`src/rtl/ps2_kbd_ctrl.sv`:
```
// rtl/ps2_kbd_ctrl.sv - PS/2 keyboard scan-code decoder with repeat filter and event FIFO
module ps2_kbd_ctrl #(
    parameter int TIMEOUT_CYCLES = 2000000,
    parameter int FILTER_REPEAT  = 1
) (
    input  logic       clk_i,
    input  logic       reset_i,
    input  logic [7:0] rx_data_i,
    input  logic       rx_done_i,
    output logic       rx_en_o,
    output logic       evt_valid_o,
    input  logic       evt_ready_i,
    output logic [7:0] evt_code_o,
    output logic       evt_ext_o,
    output logic       evt_brk_o,
    output logic [7:0] err_count_o,
    output logic       ovf_o,
    input  logic       clr_i
);

    localparam int CW = (TIMEOUT_CYCLES > 2) ? $clog2(TIMEOUT_CYCLES) : 1;
    localparam logic [CW-1:0] TO_LAST = CW'(TIMEOUT_CYCLES - 1);

    typedef enum logic [1:0] {
        S_IDLE,
        S_EXT,
        S_BRK,
        S_EXT_BRK
    } state_t;

    state_t        state;
    state_t        next_state;
    logic [CW-1:0] to_cnt;
    logic          timeout_hit;
    logic          dec_emit;
    logic          dec_ext;
    logic          dec_brk;
    logic          proto_err;
    logic          is_e0;
    logic          is_f0;
    logic          is_ignore;

    logic          held_valid;
    logic          held_ext;
    logic [7:0]    held_code;
    logic          held_match;
    logic          push;

    logic [9:0]    mem [4];
    logic [1:0]    wr_ptr;
    logic [1:0]    rd_ptr;
    logic [2:0]    count;
    logic          full;
    logic          pop;
    logic          wr_ok;
    logic [9:0]    head;

    assign is_e0       = (rx_data_i == 8'hE0);
    assign is_f0       = (rx_data_i == 8'hF0);
    assign timeout_hit = (state != S_IDLE) && !rx_done_i && (to_cnt == TO_LAST);

    always_comb begin
        is_ignore = 1'b0;
        case (rx_data_i)
            8'hAA, 8'hFA, 8'hEE, 8'hFE, 8'h00, 8'hFF: is_ignore = 1'b1;
            default: is_ignore = 1'b0;
        endcase
    end

    always_comb begin
        next_state = state;
        dec_emit   = 1'b0;
        dec_ext    = 1'b0;
        dec_brk    = 1'b0;
        proto_err  = 1'b0;
        if (rx_done_i) begin
            case (state)
                S_IDLE: begin
                    if (is_e0)
                        next_state = S_EXT;
                    else if (is_f0)
                        next_state = S_BRK;
                    else if (!is_ignore)
                        dec_emit = 1'b1;
                end
                S_EXT: begin
                    if (is_f0) begin
                        next_state = S_EXT_BRK;
                    end else if (!is_e0) begin
                        dec_emit   = 1'b1;
                        dec_ext    = 1'b1;
                        next_state = S_IDLE;
                    end
                end
                S_BRK: begin
                    next_state = S_IDLE;
                    if (is_e0 || is_f0) begin
                        proto_err = 1'b1;
                    end else begin
                        dec_emit = 1'b1;
                        dec_brk  = 1'b1;
                    end
                end
                default: begin
                    next_state = S_IDLE;
                    if (is_e0 || is_f0) begin
                        proto_err = 1'b1;
                    end else begin
                        dec_emit = 1'b1;
                        dec_ext  = 1'b1;
                        dec_brk  = 1'b1;
                    end
                end
            endcase
        end else if (timeout_hit) begin
            next_state = S_IDLE;
        end
    end

    // Only makes are filtered; breaks always pass so releases are never lost.
    assign held_match = held_valid && (held_ext == dec_ext) && (held_code == rx_data_i);
    assign push = dec_emit && !((FILTER_REPEAT != 0) && !dec_brk && held_match);

    always_ff @(posedge clk_i or posedge reset_i) begin
        if (reset_i) begin
            state       <= S_IDLE;
            to_cnt      <= '0;
            held_valid  <= 1'b0;
            held_ext    <= 1'b0;
            held_code   <= 8'h00;
            err_count_o <= 8'h00;
        end else begin
            state <= next_state;
            if (rx_done_i || state == S_IDLE || timeout_hit)
                to_cnt <= '0;
            else
                to_cnt <= to_cnt + 1'b1;

            if (dec_emit && FILTER_REPEAT != 0) begin
                if (!dec_brk && !held_match) begin
                    held_valid <= 1'b1;
                    held_ext   <= dec_ext;
                    held_code  <= rx_data_i;
                end else if (dec_brk && held_match) begin
                    held_valid <= 1'b0;
                end
            end

            if (clr_i)
                err_count_o <= 8'h00;
            else if ((proto_err || timeout_hit) && err_count_o != 8'hFF)
                err_count_o <= err_count_o + 8'h01;
        end
    end

    assign full  = (count == 3'd4);
    assign pop   = (count != 3'd0) && evt_ready_i;
    assign wr_ok = push && (!full || pop);

    always_ff @(posedge clk_i or posedge reset_i) begin
        if (reset_i) begin
            for (int i = 0; i < 4; i++)
                mem[i] <= 10'h000;
            wr_ptr <= 2'd0;
            rd_ptr <= 2'd0;
            count  <= 3'd0;
            ovf_o  <= 1'b0;
        end else begin
            if (wr_ok) begin
                mem[wr_ptr] <= {dec_ext, dec_brk, rx_data_i};
                wr_ptr      <= wr_ptr + 2'd1;
            end
            if (pop)
                rd_ptr <= rd_ptr + 2'd1;
            count <= count + {2'b00, wr_ok} - {2'b00, pop};
            if (clr_i)
                ovf_o <= 1'b0;
            else if (push && !wr_ok)
                ovf_o <= 1'b1;
        end
    end

    assign head        = mem[rd_ptr];
    assign evt_valid_o = (count != 3'd0);
    assign evt_code_o  = evt_valid_o ? head[7:0] : 8'h00;
    assign evt_brk_o   = evt_valid_o & head[8];
    assign evt_ext_o   = evt_valid_o & head[9];
    assign rx_en_o     = !full;

endmodule

```
`config.mk`:
```
export PLATFORM = sky130hd
export DESIGN_NAME = ps2_kbd_ctrl
export DESIGN_NICKNAME = d
export VERILOG_FILES = /design/src/rtl/ps2_kbd_ctrl.sv
export SDC_FILE = /design/constraint.sdc
export NUM_CORES = 1
export LEC_CHECK = 0
export BUFFER_PORTS_ARGS = -buffer_cell sky130_fd_sc_hd__buf_2
export CAP_MARGIN = 20
export CORE_ASPECT_RATIO = 0.6
export CORE_MARGIN = 4
export CORE_UTILIZATION = 40
export DETAILED_ROUTE_END_ITERATION = 8
export PLACE_DENSITY = 0.71
export SLEW_MARGIN = 10
export SYNTH_ARGS = -nofsm -noshare
export SYNTH_HDL_FRONTEND = slang
export SYNTH_SLANG_ARGS = --single-unit
```
`constraint.sdc`:
```
create_clock -name clk_i -period 2.9 [get_ports clk_i]
set_input_delay 0.29 -clock clk_i [delete_from_list [all_inputs] [get_ports clk_i]]
set_output_delay 0.29 -clock clk_i [all_outputs]
set_load 0.02 [all_outputs]
```
==> flow_metrics.py <==
metrics = {
    "sta": {
        "finalSetupTns_ns": -0.0510,
        "worstMarginPinSlew_ns": 0.808,
        "skew_ns": 0.00919,
        "final-setup-viol-count": 1,
        "layout_setup_ws_ns": -0.0510,
        "min_period_ns": 2.95,
        "hold_viol": 0,
        "rsz0062_at_grt": "yes",
        "max_freq_mhz": 339,
        "slew_headroom": 0.462,
        "slew_violations": 0,
        "fin_crit_sh": 1.02,
    },
    "pwr": {
        "cellLeakagePower_nw": 2.38,
        "p_int_w": 0.00315,
        "swShare": 0.304,
        "p_switching_w": 0.00138,
        "p_total_w": 0.00453,
        "p_comb_frac": 0.312,
        "peakVddDrop_uv": 520,
        "pwr-share-clk": 0.292,
        "pwr-share-seq": 0.396,
        "powerDensity_nw_per_um2": 849,
    },
    "grt": {
        "overflow": 0,
        "grt_max_degree": 46,
        "grt_pass1_wl_um": 15600,
        "antenna_found_initial": 0,
        "grt_use_total": 0.154,
        "grt_pass1_vias": 2998,
    },
    "place": {
        "gp_congestion": 0.798,
        "post-dp-hpwl_um": 6530,
        "portBuffers": 33,
        "place_area_sq_um": 4950,
    },
    "logic_synthesis": {
        "synth_edf_count": 0,
        "syn_nets": 399,
        "synth_cells": 375,
        "seq_area_frac_synth": 0.497,
        "syn_area_sq_um": 4480,
        "yosysWarnings": 0,
        "synth_ff_type": "dfrtp_1",
        "yosysUniqueCellTypes": 51,
        "synth_seq_cells": 89,
        "async_reset_ff_frac": 1.00,
        "syn_area_per_cell_sq_um": 11.9,
    },
    "clock_tree": {
        "cts_buffers": 9,
        "cts_root_buf": "clkbuf_16",
        "cts_max_level": 3,
        "cts_buffer_depth": 2,
        "clk_pin_slew_ns": 0.07,
        "cts_tree": "yes",
        "cts_sinks": 89,
        "clock_latency_ns": 0.34,
    },
    "route": {
        "viasPerCell": 5.20,
        "drc": 0,
        "post_drt_wl_per_cell_um": 16.2,
        "wl_met3_um": 404,
        "wl_met2_um": 3870,
        "drtIter0Drc": 196,
        "vias": 2982,
        "routed_wl_um": 9290,
        "drt_pre_antenna_iters": 4,
        "m1WireLength_um": 4930,
        "routed.top_layer": "met4",
        "ant_nets": 0,
    },
    "layout": {
        "regArea_sq_um": 2230,
        "fill_cells": 959,
        "final_core_util": 0.497,
        "finalInstanceArea_sq_um": 5340,
        "layout_commonest_cell": "dfrtp_1",
        "syn2layout_area_growth_pct": 19.2,
        "nets": 453,
        "mostFrequentLayoutCells": "89 x dfrtp_1, 40 x nor2_1, 37 x mux2_2",
        "layout-drive-gt1-share": 0.343,
        "multiInputGateArea_sq_um": 2160,
        "diodes": 0,
    },
    "outcome": {
        "outcome": "finished with violations",
        "violations": "negative setup slack",
    },
    "floorplanning": {
        "fp-row-count": 29,
        "dieHeight_um": 89.9,
        "io-pin-count": 34,
        "die_area_sq_um": 13000,
        "die_w_um": 145,
        "core_area_sq_um": 10700,
        "start_util": 0.417,
    },
    "critical_path": {
        "slowest_delay_ns": 0.53,
        "cp.required_ns": 3.13,
        "end_kind": "register",
        "startpoint_type": "primary input",
        "crit_slowest_cell": "or4_4",
        "crit_chain": "buf_6, or4_4, or2_4, nand3_4, xnor2_1, nand4_1, inv_1, ha_2, o21bai_4, a211oi_4, inv_1, ha_1, inv_2, ha_4, fa_2, xor2_2, xnor2_1",
        "path_max_fanout": 2,
        "worstPathArrival_ns": 3.18,
        "crit_type": "in -> reg",
    },
    "job": {
        "max-cap-violations": 0,
    },
    "hold_path": {
        "hold_class": "in -> async",
    },
}
final timing paths:
path | from | cells past startpoint | slack (ns) | to
setup / recovery | rx_data_i[1] | 17 | -0.05 | count[2]
max in group asynchronous | reset_i | 3 | 2.15 | to_cnt[20]
setup reg to reg | held_code[0] | 16 | 0.11 | count[2]
min in group clk_i | clr_i | 2 | 0.26 | err_count_o[0]
hold / removal | reset_i | 2 | 0.07 | to_cnt[13]
hold reg to reg | count[2] | 1 | 0.49 | count[2]
state kept, by name, indices dropped and copies added (netlist names):
signal       count
mem             40
to_cnt          21
err_count_o      8
held_code        8
count            3
rd_ptr           2
state            2
wr_ptr           2
held_ext         1
held_valid       1
ovf_o            1
per-stage QoR:
step / setup slack [ns] / instances / hold WS, ns
floorplan: -0.723 / 375 / 0.361
finish: -0.0510 / 573 / 0.0729
global route: -0.180 / 573 / 0.146
CTS: -0.0735 / 573 / 0.110
detailed placement: -0.446 / 554 / 0.477
global placement: -0.419 / 554 / 0.473
power groups by stage:
| stage | Combinational (W) | Sequential (W) | Clock [W] |
|---|---|---|---|
| 2_1_floorplan | 0.00114 | 0.00168 | 0 |
| 3_3_place_gp | 0.00137 | 0.00179 | 0 |
| 3_5_place_dp | 0.00141 | 0.00181 | 0 |
| 4_1_cts | 0.00144 | 0.00179 | 0.00135 |
| 5_1_grt | 0.00155 | 0.00183 | 0.00141 |
| 6_report | 0.00141 | 0.00179 | 0.00132 |
synthesized netlist by cell type (all sizes together) (2+ instances only):
library cell / count / area, sq um
a21o: 2 / 15.0
a21oi: 5 / 25.0
a22o: 9 / 81.3
and2: 13 / 81.3
and3: 3 / 18.8
and4: 3 / 26.3
buf: 10 / 56.3
clkbuf: 5 / 21.3
dfrtp: 89 / 2230
ha: 10 / 125
inv: 17 / 63.8
mux2: 43 / 507
mux2i: 3 / 30.0
mux4: 10 / 225
nand2: 20 / 108
nand3: 12 / 60.1
nand4: 10 / 68.8
nor2: 40 / 150
nor2b: 4 / 25.0
nor3: 7 / 40.0
nor4: 4 / 31.3
o21ai: 4 / 20.0
or3: 2 / 12.5
or4: 2 / 18.8
xnor2: 18 / 158
xor2: 17 / 149
worst max-delay path, delay by kind of cell:
| family | cells | cell delay, ns |
|---|---|---|
| buf+inv | 4 | 0.26 |
| xor+xnor | 3 | 0.35 |
| fa+ha+maj | 4 | 0.93 |
| simple gates | 4 | 0.96 |
| compound gates | 2 | 0.36 |
repair_timing:
action	CTS	global route
cloned	0	0
setup buffers	3	0
endpoints found under the setup margin	1	2
resized for setup	3	1
hold buffers	0	0
pin swaps	8	1
layout make-up:
class,instances,share of cell area
inverter,17,0.0122
timing repair buffer,58,0.0701
clock buffer,11,0.0436
clock inverter,5,0.0195
multi-input combinational,254,0.405
tap,139,0.0326
sequential,89,0.417
logic make-up after synthesis:
| logic type | synth area share |
|---|---|
| AND/OR/NAND/NOR | 0.150 |
| multiplexers | 0.170 |
| buffers and inverters | 0.0316 |
| adder cells (fa/ha/maj) | 0.0349 |
| XOR/XNOR | 0.0685 |
| AO/OA/AOI/OAI | 0.0475 |
| flip-flops | 0.497 |
routing by layer:
| layer | vias to the layer above | track usage |
|---|---|---|
| met2 | 46 | 0.202 |
| met3 | 8 | 0.0520 |
| met4 | 0 | 0.0419 |
| met1 | 1512 | 0.239 |
| met5 | - | 0 |
| li1 | 1416 | - |
Note: power is estimated with default switching activity, not from simulation.
